===== src/rtl/tern_bus_pkg.sv =====
// Shared types and constants for the ternary coefficient bus arbiter.
// Contents: the FSM state enum, the 2-bit ternary coefficient type and its
// encodings, the requester count, and a one-hot helper.
package tern_bus_pkg;

    localparam int unsigned N_REQ  = 4;
    localparam int unsigned SEL_W  = 2;
    localparam int unsigned NTRU_N = 701;

    typedef enum logic [1:0] {
        IDLE    = 2'd0,
        XFER    = 2'd1,
        RELEASE = 2'd2
    } state_t;

    // Ternary coefficient: 00 = 0, 01 = +1, 11 = -1 (10 unused)
    typedef logic [1:0] tern_t;
    localparam tern_t TERN_ZERO = 2'b00;
    localparam tern_t TERN_POS  = 2'b01;
    localparam tern_t TERN_NEG  = 2'b11;

    // Binary index to one-hot requester vector
    function automatic logic [N_REQ-1:0] onehot4(input logic [SEL_W-1:0] idx);
        return N_REQ'(1) << idx;
    endfunction

endpackage


===== src/rtl/mux4.sv =====
// Single-bit 4:1 multiplexer.
// Ports: d (four data inputs), s (select), y (selected bit).
module mux4 (
    input  logic [3:0] d,
    input  logic [1:0] s,
    output logic       y
);

    assign y = d[s];

endmodule


===== src/rtl/rr_pick4.sv =====
// Rotating-priority encoder for four requesters.
// Ports: req (request vector), ptr (index of the last winner),
//        winner (index of the next winner), any (at least one request).
// Search order is ptr+1, ptr+2, ptr+3, ptr (mod 4).
module rr_pick4 (
    input  logic [3:0] req,
    input  logic [1:0] ptr,
    output logic [1:0] winner,
    output logic       any
);

    logic [1:0] cand;

    // Walk from lowest to highest priority so the nearest requester wins last
    always_comb begin
        winner = ptr;
        any    = 1'b0;
        cand   = ptr;
        for (int k = 4; k >= 1; k--) begin
            cand = ptr + 2'(k);
            if (req[cand]) begin
                winner = cand;
                any    = 1'b1;
            end
        end
    end

endmodule


===== src/rtl/tern_coef_bus_arbiter.sv =====
// Round-robin arbiter and burst sequencer sharing one ternary coefficient
// stream between four producers.
// Ports:
//   clk, rst_n  clock and synchronous active-low reset
//   req         per-requester request, held for the whole burst
//   coef_in     packed coefficients, bits [2i+1:2i] from requester i
//   out_ready   downstream accepts a coefficient this cycle
//   gnt, sel    one-hot grant and its binary index (mux select)
//   adv         one-hot: requester i moves to its next coefficient
//   coef_out    muxed coefficient of the granted requester
//   coef_valid  coef_out is valid; last marks the final beat; busy = in burst
module tern_coef_bus_arbiter
    import tern_bus_pkg::*;
#(
    parameter int unsigned BURST_LEN = NTRU_N,
    parameter int unsigned CNT_W     = 10
) (
    input  logic       clk,
    input  logic       rst_n,
    input  logic [3:0] req,
    input  logic [7:0] coef_in,
    input  logic       out_ready,
    output logic [3:0] gnt,
    output logic [1:0] sel,
    output logic [3:0] adv,
    output logic [1:0] coef_out,
    output logic       coef_valid,
    output logic       last,
    output logic       busy
);

    state_t           state;
    logic [CNT_W-1:0] cnt;
    logic [1:0]       ptr;
    logic [1:0]       pick_idx;
    logic             pick_any;
    logic             beat;

    rr_pick4 u_pick (
        .req    (req),
        .ptr    (ptr),
        .winner (pick_idx),
        .any    (pick_any)
    );

    // Coefficient path: one bit-slice mux per coefficient bit
    mux4 u_mux_lo (
        .d ({coef_in[6], coef_in[4], coef_in[2], coef_in[0]}),
        .s (sel),
        .y (coef_out[0])
    );

    mux4 u_mux_hi (
        .d ({coef_in[7], coef_in[5], coef_in[3], coef_in[1]}),
        .s (sel),
        .y (coef_out[1])
    );

    assign beat = coef_valid & out_ready;
    assign adv  = gnt & {N_REQ{out_ready}};

    // Burst FSM; last is kept registered as (cnt == BURST_LEN-1) and only
    // advanced on accepted beats so it holds through stalls
    always_ff @(posedge clk) begin
        if (!rst_n) begin
            state      <= IDLE;
            gnt        <= '0;
            sel        <= '0;
            coef_valid <= 1'b0;
            last       <= 1'b0;
            busy       <= 1'b0;
            cnt        <= '0;
            ptr        <= 2'd3;
        end else begin
            case (state)
                IDLE: begin
                    if (pick_any) begin
                        gnt        <= onehot4(pick_idx);
                        sel        <= pick_idx;
                        cnt        <= '0;
                        coef_valid <= 1'b1;
                        busy       <= 1'b1;
                        last       <= (BURST_LEN == 1);
                        state      <= XFER;
                    end
                end
                XFER: begin
                    // Final beat does not increment, so cnt never passes BURST_LEN-1
                    if (beat && !last) begin
                        cnt  <= cnt + CNT_W'(1);
                        last <= ((cnt + CNT_W'(1)) == CNT_W'(BURST_LEN - 1));
                    end
                    // Completion or abort by the granted requester
                    if ((beat && last) || !req[sel]) begin
                        gnt        <= '0;
                        coef_valid <= 1'b0;
                        busy       <= 1'b0;
                        last       <= 1'b0;
                        ptr        <= sel;
                        state      <= RELEASE;
                    end
                end
                RELEASE: begin
                    state <= IDLE;
                end
                default: begin
                    state <= IDLE;
                end
            endcase
        end
    end

endmodule


===== config.mk =====
export PLATFORM = sky130hd
export DESIGN_NAME = tern_coef_bus_arbiter
export DESIGN_NICKNAME = d
export VERILOG_FILES = /design/src/rtl/tern_bus_pkg.sv /design/src/rtl/mux4.sv /design/src/rtl/rr_pick4.sv /design/src/rtl/tern_coef_bus_arbiter.sv
export SDC_FILE = /design/constraint.sdc
export NUM_CORES = 1
export LEC_CHECK = 0
export CORE_MARGIN = 2
export CORE_UTILIZATION = 60
export CTS_CLUSTER_DIAMETER = 200
export CTS_CLUSTER_SIZE = 20
export DETAILED_ROUTE_END_ITERATION = 16
export DONT_BUFFER_PORTS = 1
export PLACE_DENSITY = 0.76
export SLEW_MARGIN = 10
export SYNTH_ARGS = -nofsm -noshare
export SYNTH_HDL_FRONTEND = slang
export SYNTH_SLANG_ARGS = --single-unit
export TNS_END_PERCENT = 1

===== constraint.sdc =====
create_clock -name clk -period 1.8 [get_ports clk]
set_input_delay 0.18 -clock clk [delete_from_list [all_inputs] [get_ports clk]]
set_output_delay 0.18 -clock clk [all_outputs]
set_load 0.02 [all_outputs]

==> summary.txt <==
status: finished clean
register area: 440 um^2
biggest area consumer among synthesized cells: dfxtp_1
asr flop ratio synth: 0%
Worst Setup Slack, final: 0.0661 ns
area of the multi-input gates: 920 um^2
Compound-Gate Fraction of Synth Area: 22.0%
Cell Chain, Critical Path: buf_4, mux4_1
pwr dens: 822 nW/um^2
Post-Syn Nets: 176
Buf+Inv Stages, Crit Path: 1
Ports: 30
Fillers: 203
largest net degree at the start of global routing: 14
Worst-Skew Late Latency: 0.31 ns
post-DP HPWL: 2.34 mm
worst min-delay path category: in2reg
Final Hold Fails: 0
initial DRC count: 32
# rows: 17
Worst-Margin Slew: 0.523 ns
H-tree levels: 1
Die W: 52.4 um
RSZ-0062 raised after global routing: true
Post-Synth Adder-Cell Area: 1.78%
Slowest Stage Delay on Critical Path: 0.68 ns
CP arrival: 1.55 ns
EDFF count, synth: 0
die height: 52.4 um
synthesized flop and latch total: 22
Synth Area in Simple Gates: 33.6%
die area: 2750 um^2
xor/xnor share of the synthesized area: 1.25%
post-synthesis mux area share: 6.76%
routed vias/inst: 6.66
max-slew violation count: 0
CTS tree: done
top cells by area, synth: dfxtp_1 31%, a21oi_1 4.6%, and2_1 4.4%
predominant post-synthesis flop cell: dfxtp_1
# DRC: 0
max cap viols: 0
final net count: 180
Synth-to-Final Area Change: 7.30%
initial antenna violation count: 0
antenna-violating nets left: 0
largest family of logic cells by synthesized area: simple AND/OR/NAND/NOR gates
Routability Congestion: 0.949
Port Buf Inserts: 0
Root Buffer: clkbuf_4
Worst Clk Skew: 0.00966 ns
leakage power: 0.568 nW
Final Routed Wirelength: 3.19 mm
delay-heaviest family, CP: multiplexers
Inserted Clock Buffers: 3
post-synth cell types: 52
Setup crit end kind: output port
Pre-Repair DR Iteration Count: 5
Max FO, Critical Path: 5
clock buffer depth: 2
synthesized cell area: 1410 um^2
Max-slew headroom: 64.9%
via count: 1,266
Cells after Synth: 159
first-pass GRT wire length: 5.15 mm
post-synthesis sequential area ratio: 31.3%
final period utilization: 96.3%
Yosys warnings: 0
Final Critical Period: 1.73 ns
startpoint type of the worst setup path: register
share of the synthesized area in the top cell type: 31.3%
Max rail drop VDD: 0.000693 V
Design Power: 1.24 mW
core region area: 2210 um^2
DR WL/cell: 16.8 um
GRT overflow: 0
type of the worst setup path: reg2out
Layout Cells excl Fill: 190
clk sink count: 22
Initial Utilization: 63.6%
critical path's slowest cell: mux4_1
number of setup buffers added after CTS: 0
Total GRT Usage: 25.4%
vias in the first global route: 1,126
# diodes: 0
synthesized area per cell: 8.84 um^2
Max Freq: 0.577 GHz
Placement Setup Slack: 0.197 ns
clock-pin transition on the worst setup and hold timing paths: 0.13 ns
Critical Path RT: 1.62 ns
placed cell count: 184
Post-Route Utilization: 68.2%
Final setup viols: 0
share of cells above drive strength 1: 14.2%
setup TNS: 0 ns
-- registers in the layout (all words and copies together), names as in the netlist --
register,flops
ptr,2
gnt,4
last,1
state,2
sel,2
busy,1
cnt,10
-- report_power, final --
part / internal, mW / switching, mW
Combinational: 0.119 / 0.178
Sequential: 0.520 / 0.0486
Clock: 0.225 / 0.150
-- layout make-up --
cell class | count | area share (%)
tap | 28 | 2.32
clock inverter | 1 | 1.99
sequential | 22 | 29.2
inverter | 1 | 0.249
timing repair buffer | 7 | 3.81
clock buffer | 3 | 1.49
multi-input combinational | 128 | 60.9
-- through the flow --
stage	hold slack, ns	area, um^2
2_1_floorplan	0.334	1410
3_3_place_gp	0.259	1440
3_5_place_dp	0.260	1440
4_1_cts	0.00260	1500
5_1_grt	0.0108	1510
6_report	0.0183	1510
-- cells by family (layout without fill, tap and decap cells) --
logic type,Yosys count,after routing
simple gates,78,78
compound gates,41,41
flops,22,22
buf+inv,9,12
mux,5,5
fa+ha+maj,2,2
xor+xnor,2,2
-- synthesized netlist by cell type (all sizes together), types with 2 or more instances --
cell type	instances
dfxtp	22
a21oi	14
nand2	12
nor2	12
and2	11
nand3	8
nor3	8
o21ai	6
buf	4
clkbuf	4
nand4	4
nor4	4
o31ai	4
and3	3
mux4	3
nor2b	3
o21a	3
or2	3
a21o	2
a2bb2oi	2
a32o	2
and3b	2
ha	2
mux2i	2
nand2b	2
nand4b	2
o2111ai	2
xnor2	2
-- path summary, 6_finish.rpt --
kind                              from          end  slack (ns)  cells past startpoint
worst max-delay path            sel[0]  coef_out[1]        0.07                      2
worst min-delay path             rst_n       gnt[1]        0.02                      2
worst max register to register  cnt[0]         last        0.16                      5
worst min register to register  cnt[5]       cnt[5]        0.51                      1
-- placed cells by master, fill, tap and decap left out, types with 4 or more instances in the layout --
master   instances
a21oi_1         13
and2_1          10
buf_4            5
dfxtp_1         22
nand2_1         11
nand3_1          8
nand4_1          4
nor2_1          11
nor3_1           8
o21ai_0          6
o31ai_1          4
-- what timing repair did --
action | in CTS | in global routing
gates resized for setup | 0 | 0
endpoints found under the setup margin | 0 | 1
hold endpoints to repair | 7 | 1
hold buffers | 1 | 1
-- layer usage --
metal | share of wire [%] | track usage, %
met4 | 0.88 | 5.98
met3 | 9.3 | 6.00
met1 | 45 | 36.4
met5 | 0 | 0
met2 | 45 | 38.5
No activity file was read; power rests on OpenSTA's default activity.
